### src/rtl/lcd_fb_writer_if.sv
// lcd_fb_writer_if: per-channel core pixel stream in, frame-buffer write port out.
// master = core/frame-buffer side, slave = lcd_fb_writer. Channel c at [c*W +: W].
interface lcd_fb_writer_if #(
  parameter int CH = 2,
  parameter int DW = 15,
  parameter int AW = 15
);
  logic [CH-1:0]    ce;
  logic [CH-1:0]    lcd_clkena;
  logic [CH*DW-1:0] lcd_data;
  logic [CH*2-1:0]  lcd_mode;
  logic [CH-1:0]    lcd_on;
  logic [CH-1:0]    lcd_vs;
  logic [CH*AW-1:0] rd_ptr;
  logic [CH-1:0]    wr_en;
  logic [CH*AW-1:0] wr_addr;
  logic [CH*DW-1:0] wr_data;
  logic [CH-1:0]    frame_done;
  logic [CH-1:0]    blanking;
  logic [CH-1:0]    pause;

  modport master (
    output ce, lcd_clkena, lcd_data, lcd_mode,
    output lcd_on, lcd_vs, rd_ptr,
    input  wr_en, wr_addr, wr_data,
    input  frame_done, blanking, pause
  );

  modport slave (
    input  ce, lcd_clkena, lcd_data, lcd_mode,
    input  lcd_on, lcd_vs, rd_ptr,
    output wr_en, wr_addr, wr_data,
    output frame_done, blanking, pause
  );
endinterface

### src/rtl/lcd_fb_writer.sv
// lcd_fb_writer: CH independent pixel-stream to frame-buffer writers with
// blank-frame regeneration while the LCD is off and a scan-out pause request.
// Ports: clk_sys, reset_n (async, active low), bus (lcd_fb_writer_if.slave).
module lcd_fb_writer #(
  parameter int CH        = 2,
  parameter int W         = 160,
  parameter int H         = 144,
  parameter int DW        = 15,
  parameter int LINE_CYC  = 456,
  parameter int LINES     = 154,
  parameter int RD_MARK   = 11521,
  parameter int WR_MARK   = 4801,
  parameter int PAUSE_LEN = 255
) (
  input  logic           clk_sys,
  input  logic           reset_n,
  lcd_fb_writer_if.slave bus
);
  localparam int NPIX = W * H;
  localparam int AW   = $clog2(NPIX);
  // pointer must be able to hold NPIX itself (saturation value)
  localparam int PW   = AW + 1;
  localparam int HW   = $clog2(LINE_CYC);
  localparam int VW   = $clog2(LINES);
  localparam int CW   = $clog2(PAUSE_LEN + 1);

  typedef enum logic {S_LIVE, S_BLANK} state_t;

  for (genvar c = 0; c < CH; c++) begin : g_ch
    logic [DW-1:0] w_data;
    logic [AW-1:0] w_rd;
    logic          w_on;
    logic          w_off;
    logic          w_hit;
    logic          w_wr;
    logic          w_tick;
    logic          w_hend;
    logic          w_wrap;
    logic          w_match;

    state_t        r_state;
    logic [PW-1:0] r_ptr;
    logic [HW-1:0] r_hcnt;
    logic [VW-1:0] r_vcnt;
    logic [CW-1:0] r_pcnt;
    logic [DW-1:0] r_blank_data;
    logic          r_blank_de;
    logic          r_off;
    logic          r_on;
    logic          r_vs;
    logic          r_wr_en;
    logic          r_frame_done;
    logic [AW-1:0] r_wr_addr;
    logic [DW-1:0] r_wr_data;

    assign w_data  = bus.lcd_data[c*DW +: DW];
    assign w_rd    = bus.rd_ptr[c*AW +: AW];
    assign w_on    = bus.lcd_on[c];
    assign w_off   = !w_on || (bus.lcd_mode[c*2 +: 2] == 2'd1);
    assign w_hit   = bus.ce[c] & (bus.lcd_clkena[c] | r_blank_de);
    assign w_wr    = w_hit && (r_ptr < PW'(NPIX));
    assign w_tick  = (r_state == S_BLANK) && bus.ce[c] && !w_on;
    assign w_hend  = (r_hcnt == HW'(LINE_CYC - 1));
    assign w_wrap  = w_tick && w_hend &&
                     (r_vcnt == VW'(LINES - 1));
    assign w_match = (w_rd == AW'(RD_MARK)) &&
                     (r_ptr > PW'(WR_MARK));

    always_ff @(posedge clk_sys or negedge reset_n) begin
      if (!reset_n) begin
        r_state      <= S_LIVE;
        r_ptr        <= '0;
        r_hcnt       <= '0;
        r_vcnt       <= '0;
        r_pcnt       <= '0;
        r_blank_data <= '0;
        r_blank_de   <= 1'b0;
        r_off        <= 1'b0;
        r_on         <= 1'b0;
        r_vs         <= 1'b0;
        r_wr_en      <= 1'b0;
        r_frame_done <= 1'b0;
        r_wr_addr    <= '0;
        r_wr_data    <= '0;
      end else begin
        r_off <= w_off;
        r_on  <= w_on;
        r_vs  <= bus.lcd_vs[c];

        r_wr_en      <= w_wr;
        r_frame_done <= w_wr && (r_ptr == PW'(NPIX - 1));
        if (w_wr) begin
          r_wr_addr <= r_ptr[AW-1:0];
          r_wr_data <= (w_on && r_state == S_BLANK) ?
                       r_blank_data : w_data;
        end

        // a clear wins; the hit above still lands at the old address
        if ((w_off != r_off) || w_wrap)
          r_ptr <= '0;
        else if (w_wr)
          r_ptr <= r_ptr + PW'(1);

        r_blank_de <= (r_state == S_BLANK) && !w_on &&
                      (r_hcnt < HW'(W)) && (r_vcnt < VW'(H));

        unique case (r_state)
          S_LIVE: begin
            if (r_on && !w_on) begin
              r_state <= S_BLANK;
              r_hcnt  <= '0;
              r_vcnt  <= '0;
            end
          end
          S_BLANK: begin
            if (w_tick) begin
              r_blank_data <= w_data;
              if (w_hend) begin
                r_hcnt <= '0;
                r_vcnt <= (r_vcnt == VW'(LINES - 1)) ?
                          '0 : r_vcnt + VW'(1);
              end else begin
                r_hcnt <= r_hcnt + HW'(1);
              end
            end
            if (bus.lcd_vs[c] && !r_vs)
              r_state <= S_LIVE;
          end
        endcase

        if (w_match)
          r_pcnt <= CW'(PAUSE_LEN);
        else if (r_pcnt != '0)
          r_pcnt <= r_pcnt - CW'(1);
      end
    end

    assign bus.wr_en[c]             = r_wr_en;
    assign bus.wr_addr[c*AW +: AW]  = r_wr_addr;
    assign bus.wr_data[c*DW +: DW]  = r_wr_data;
    assign bus.frame_done[c]        = r_frame_done;
    assign bus.blanking[c]          = (r_state == S_BLANK);
    assign bus.pause[c]             = (r_pcnt != '0);
  end
endmodule

### src/flat_wrapper.sv
// flat-port wrapper written by rule: the top's interface ports become plain ports
module lcd_fb_writer_flat 
#(
  parameter int CH        = 2,
  parameter int W         = 160,
  parameter int H         = 144,
  parameter int DW        = 15,
  parameter int LINE_CYC  = 456,
  parameter int LINES     = 154,
  parameter int RD_MARK   = 11521,
  parameter int WR_MARK   = 4801,
  parameter int PAUSE_LEN = 255
)
  (clk_sys, reset_n, bus_ce, bus_lcd_clkena, bus_lcd_data, bus_lcd_mode, bus_lcd_on, bus_lcd_vs, bus_rd_ptr, bus_wr_en, bus_wr_addr, bus_wr_data, bus_frame_done, bus_blanking, bus_pause);
  lcd_fb_writer_if #(.CH(CH), .DW(DW), .AW(($clog2((W * H))))) bus_i ();
  input  logic clk_sys;
  input  logic reset_n;
  input wire logic [$bits(bus_i.ce)-1:0] bus_ce;
  input wire logic [$bits(bus_i.lcd_clkena)-1:0] bus_lcd_clkena;
  input wire logic [$bits(bus_i.lcd_data)-1:0] bus_lcd_data;
  input wire logic [$bits(bus_i.lcd_mode)-1:0] bus_lcd_mode;
  input wire logic [$bits(bus_i.lcd_on)-1:0] bus_lcd_on;
  input wire logic [$bits(bus_i.lcd_vs)-1:0] bus_lcd_vs;
  input wire logic [$bits(bus_i.rd_ptr)-1:0] bus_rd_ptr;
  output wire logic [$bits(bus_i.wr_en)-1:0] bus_wr_en;
  output wire logic [$bits(bus_i.wr_addr)-1:0] bus_wr_addr;
  output wire logic [$bits(bus_i.wr_data)-1:0] bus_wr_data;
  output wire logic [$bits(bus_i.frame_done)-1:0] bus_frame_done;
  output wire logic [$bits(bus_i.blanking)-1:0] bus_blanking;
  output wire logic [$bits(bus_i.pause)-1:0] bus_pause;
  assign bus_i.ce = bus_ce;
  assign bus_i.lcd_clkena = bus_lcd_clkena;
  assign bus_i.lcd_data = bus_lcd_data;
  assign bus_i.lcd_mode = bus_lcd_mode;
  assign bus_i.lcd_on = bus_lcd_on;
  assign bus_i.lcd_vs = bus_lcd_vs;
  assign bus_i.rd_ptr = bus_rd_ptr;
  assign bus_wr_en = bus_i.wr_en;
  assign bus_wr_addr = bus_i.wr_addr;
  assign bus_wr_data = bus_i.wr_data;
  assign bus_frame_done = bus_i.frame_done;
  assign bus_blanking = bus_i.blanking;
  assign bus_pause = bus_i.pause;
  lcd_fb_writer #(.CH(CH), .W(W), .H(H), .DW(DW), .LINE_CYC(LINE_CYC), .LINES(LINES), .RD_MARK(RD_MARK), .WR_MARK(WR_MARK), .PAUSE_LEN(PAUSE_LEN)) u_core (.clk_sys(clk_sys), .reset_n(reset_n), .bus(bus_i));
endmodule
### config.mk
export PLATFORM = sky130hd
export DESIGN_NAME = lcd_fb_writer_flat
export DESIGN_NICKNAME = d
export VERILOG_FILES = /design/src/rtl/lcd_fb_writer_if.sv /design/src/rtl/lcd_fb_writer.sv /design/src/flat_wrapper.sv
export SDC_FILE = /design/constraint.sdc
export NUM_CORES = 1
export LEC_CHECK = 0
export ABC_AREA = 1
export CORE_ASPECT_RATIO = 1.75
export CORE_MARGIN = 2
export CORE_UTILIZATION = 30
export CTS_CLUSTER_DIAMETER = 50
export DETAILED_ROUTE_END_ITERATION = 10
export GPL_TIMING_DRIVEN = 0
export PLACE_DENSITY_LB_ADDON = 0.05
export SYNTH_ARGS = -nofsm -noshare
export SYNTH_HDL_FRONTEND = slang
export SYNTH_SLANG_ARGS = --single-unit
### constraint.sdc
create_clock -name clk_sys -period 1.6 [get_ports clk_sys]
set_input_delay 0.32 -clock clk_sys [delete_from_list [all_inputs] [get_ports clk_sys]]
set_output_delay 0.32 -clock clk_sys [all_outputs]
set_load 0.005 [all_outputs]
==> impl_results.md <==
* Worst hold-check slack at roughly 0.33 ns
* Die Outline Area at 32900 µm²
* Level count of the clock H-tree at 4
* CTS Buf Count at 17
* Cell type contributing the most total cell area after synthesis: sky130_fd_sc_hd__dfrtp_1
* Via density per instance at 4.62
* Number of global-route vias before repair at 8340
* Filler Cell Count at 3228
* Number of sinks on the clock net at 186
* Floorplan Core Area at 30800 µm²
* Clock tree root buffer cell: sky130_fd_sc_hd__clkbuf_16
* Mapped Avg Cell Area at between 7 and 8 µm²
* FF-to-FF setup slack at 0.03 ns
* Detailed-route DRC error count at 0
* Horizontal extent of the die at 138 µm
* Remaining max-slew budget at the tightest pin at 47.8%
* Sequential Power Share at between 40 and 50%
* Unrepaired setup endpoints after global routing: yes
* Hold violation total from the final report at 0
* Static power due to leakage at 6.06 nW
* Initial antenna violation count at 0
* Highest net fanout along the worst path at 2
* Vertical die dimension at ~240 µm
* Final critical path time including I/O delays and setup at roughly 1.7 ns
* Net count of the mapped netlist at about 1.3k
* Part of the cycle the worst path needs at 109%
* Starting Density at 30.5%
* Num ports at 142
* Fraction of layout instances using a drive strength above 1 at 16.5%
* DR vias at 8370
* Power spent charging and discharging nets at about 0.0035 W
* Synthesized cell area at 9410 µm²
* Switching share of power at 27.5%
* Number of inserted diodes at 0
* Net count of the finished layout at between 1k and 1.5k
* Sequential element share of the synthesized area at 49.5%
* Cell Count Post-Placement at 1730
* Count of nets left with antenna violations after detail routing at 0
* Buffer levels on the longest clock path at 2
* Number of placement rows at 85
* Slack of the critical path at -0.139 ns
* Number of enable flip-flop cells after synthesis at 0
* Power density cells at between 900 and 1000 nW/µm²
* Post-Route Skew at 0.0133 ns
* Ys async rst share at 100%
* End of the worst register-to-register path: u_core.g_ch[1].r_ptr[8]
* Area of all sequential standard cells at roughly 4700 µm²
* Internal Dissipation at 0.00919 W
* Area of all placed cells without fillers at 12700 µm²
* Total global routing track utilization at around 17%
* Non-filler cells in the finished layout at 1812
* Count of buffers from port buffering at 141
* Worst R2R Start: u_core.g_ch[1].r_vcnt[1]
* Yosys cell types at 39
* Max Transition Viols Final at 0
* Violations in the final reports: negative setup slack
* Run status: finished, violations left
* Number of synthesis warnings at 0
* Pin count of the biggest net entering global routing at 96
* Setup CP Type: reg2out
* Clock tree from TritonCTS: built
* Cell Area, Placed at 11300 µm²
* Detailed placer's ending HPWL at 19800 µm
* Relative contribution of combinational cells to total power at between 15 and 20%
* Number of cells traversed by the worst hold path at 1
* Routed length per instance at 14.8 µm
* Violation count after the first detailed-routing iteration at 344
* Clock network fraction of design power at between 30% and 40%
* Number of storage elements in the synthesis netlist at between 150 and 200
* Critical hold path startpoint: bus_lcd_vs[1]
* Worst setup SP type: flip-flop
* Multi-input gate area in the final layout at between 4000 and 5000 µm²
* Worst path arrival time at between 1 and 1.5 ns
* Post-Synthesis Cells at between 1k and 1.5k
* Destination of the worst hold path: u_core.g_ch[1].r_vs
* Last weighted congestion value of the routability-driven placer at 0.852
* Detailed-route wire length at 26900 µm
* Insertion delay to the later sink of the worst-skew pair at 0.45 ns
* Number of maximum-capacitance constraint violations at 0
* Worst Reg-to-Reg Cells at 10
* Area added between synthesis and finish at 35.1%
* FMAX at ~570 MHz
* Type of the worst min-delay path: in2reg
* Ranking of synthesized cells by area: sky130_fd_sc_hd__dfrtp_1, sky130_fd_sc_hd__nand2_1, sky130_fd_sc_hd__nor2_1
* Most numerous cell in the Yosys netlist: sky130_fd_sc_hd__nand2_1
* Peak supply drop at 0.000828 V
* Most used standard cells in the synthesized netlist: sky130_fd_sc_hd__nand2_1, sky130_fd_sc_hd__dfrtp_1, sky130_fd_sc_hd__nor2_1
* Number of setup violations in the final report at 2
* Drt pass-1 iters at 4
* Clock transition at the registers of the reported paths at 0.07 ns
* Yosys top cell area share at between 40 and 50%
* Critical path endpoint category: primary output
* Wire length of the first global-routing pass at approximately 43000 µm
* Primary flip-flop cell chosen by synthesis mapping: sky130_fd_sc_hd__dfrtp_1
* Least-Margin Pin Slew at 0.783 ns
* Grt ovf at 0
* Critical path data required time at 1.28 ns
flip-flops by register name (all words and copies together) (netlist names):
name,count
u_core.g_ch.r_on,2
u_core.g_ch.r_state,2
u_core.g_ch.r_frame_done,2
u_core.g_ch.r_ptr,32
u_core.g_ch.r_pcnt,16
u_core.g_ch.r_wr_data,30
u_core.g_ch.r_vcnt,16
u_core.g_ch.r_blank_de,2
u_core.g_ch.r_off,2
u_core.g_ch.r_hcnt,18
u_core.g_ch.r_wr_addr,30
u_core.g_ch.r_wr_en,2
u_core.g_ch.r_vs,2
u_core.g_ch.r_blank_data,30
power by group through the flow:
| stage | combinational, W | sequential, W | clock, W |
|---|---|---|---|
| 4_1_cts | 0.00212 | 0.00564 | 0.00498 |
| 5_1_grt | 0.00254 | 0.00571 | 0.00515 |
| 3_5_place_dp | 0.00217 | 0.00574 | 0 |
| 3_3_place_gp | 0.00213 | 0.00574 | 0 |
| 2_1_floorplan | 0.00108 | 0.00567 | 0 |
| 6_report | 0.00222 | 0.00564 | 0.00481 |
layout make-up:
type,count,share of cell area [%]
tap,391,3.85
clock buffer,19,3.56
sequential,186,36.7
inverter,139,4.20
buffer,42,2.67
timing repair buffer,192,13.8
multi-input combinational,830,33.6
clock inverter,13,1.67
through the flow:
step / TNS, ns / setup slack [ns] / power, W / util, %
4_1_cts: -0.291 / -0.156 / 0.0127 / 39.9
3_5_place_dp: -60.45 / -0.624 / 0.00790 / 36.8
2_1_floorplan: 0 / 0.200 / 0.00675 / -
3_3_place_gp: -1601.59 / -8.33 / 0.00787 / 36.7
6_report: -0.235 / -0.139 / 0.0127 / 41.2
5_1_grt: -1.21 / -0.206 / 0.0134 / 41.2
routing by layer:
layer / track usage [%] / wire length [µm]
met1: 18.2 / 10400
met5: 0 / 0
met2: 32.4 / 14900
met4: 6.06 / 651
met3: 3.21 / 1020
cell usage in the layout, fill, tap and decap left out, types with 5 or more instances in the layout:
cell                              synthesis  final
sky130_fd_sc_hd__nand2_1                326    308
sky130_fd_sc_hd__dfrtp_1                186    179
sky130_fd_sc_hd__nor2_1                 147    128
sky130_fd_sc_hd__inv_1                  132    120
sky130_fd_sc_hd__o21ai_0                 85     84
sky130_fd_sc_hd__nand3_1                 96     81
sky130_fd_sc_hd__clkdlybuf4s50_1          0     72
sky130_fd_sc_hd__dlygate4sd2_1            0     66
sky130_fd_sc_hd__buf_4                   14     58
sky130_fd_sc_hd__nor3_1                  29     28
sky130_fd_sc_hd__a31oi_1                 21     21
sky130_fd_sc_hd__nand4_1                 19     19
sky130_fd_sc_hd__a21oi_1                 18     18
sky130_fd_sc_hd__clkbuf_16                0     17
sky130_fd_sc_hd__inv_2                    6     16
sky130_fd_sc_hd__nor2_2                   7     16
sky130_fd_sc_hd__nand2_2                  4     15
sky130_fd_sc_hd__buf_6                    7     15
sky130_fd_sc_hd__o21ai_1                 16     15
sky130_fd_sc_hd__nand3_2                  3     14
sky130_fd_sc_hd__nor2_4                   4     14
sky130_fd_sc_hd__ha_1                    16     11
sky130_fd_sc_hd__xor2_1                  10     10
sky130_fd_sc_hd__nand2_4                  1      8
sky130_fd_sc_hd__buf_2                   10      7
sky130_fd_sc_hd__o22ai_1                  7      7
sky130_fd_sc_hd__dfrtp_2                  0      7
sky130_fd_sc_hd__nand3_4                  2      6
sky130_fd_sc_hd__nand3b_1                 6      6
sky130_fd_sc_hd__clkbuf_2                 1      5
sky130_fd_sc_hd__bufinv_16                0      5
critical path, cell delays in order, from the launching register on:
cell and delay (ns):
sky130_fd_sc_hd__dfrtp_1 0.39, sky130_fd_sc_hd__inv_2 0.08, sky130_fd_sc_hd__ha_4 0.14, sky130_fd_sc_hd__nand3_4 0.08, sky130_fd_sc_hd__nor2_4 0.14, sky130_fd_sc_hd__inv_4 0.04, sky130_fd_sc_hd__buf_6 0.11
cell families (layout without fill, tap and decap cells):
family,after synthesis,in the layout,share of synthesized area [%]
buf+inv,181,405,8.80
flops,186,186,49.5
xor+xnor,12,12,1.12
fa+ha+maj,16,16,2.13
simple gates,652,652,30.1
compound gates,150,150,8.43
worst max-delay path by stage:
stage,startpoint,end,slack (ns),cells past startpoint
6_report,u_core.g_ch[1].r_pcnt[0],bus_pause[1],-0.14,6
3_5_place_dp,bus_ce[0],u_core.g_ch[0].r_vcnt[7],-0.62,7
5_1_grt,u_core.g_ch[1].r_pcnt[0],bus_pause[1],-0.21,6
2_1_floorplan,u_core.g_ch[1].r_vcnt[1],u_core.g_ch[1].r_ptr[12],0.20,10
3_3_place_gp,reset_n,u_core.g_ch[1].r_blank_data[11],-8.33,1
4_1_cts,u_core.g_ch[1].r_pcnt[3],bus_pause[1],-0.16,5
timing repair:
item                                    in CTS  in global routing
endpoints found under the hold margin       94                  0
resized for setup                          121                 92
hold buffers                                 1                  0
pin swaps                                    8                 25
endpoints found under the setup margin     138                120
cloned                                       0                  2
buffers inserted                            29                 18
Power figures use the tool's default switching activity.
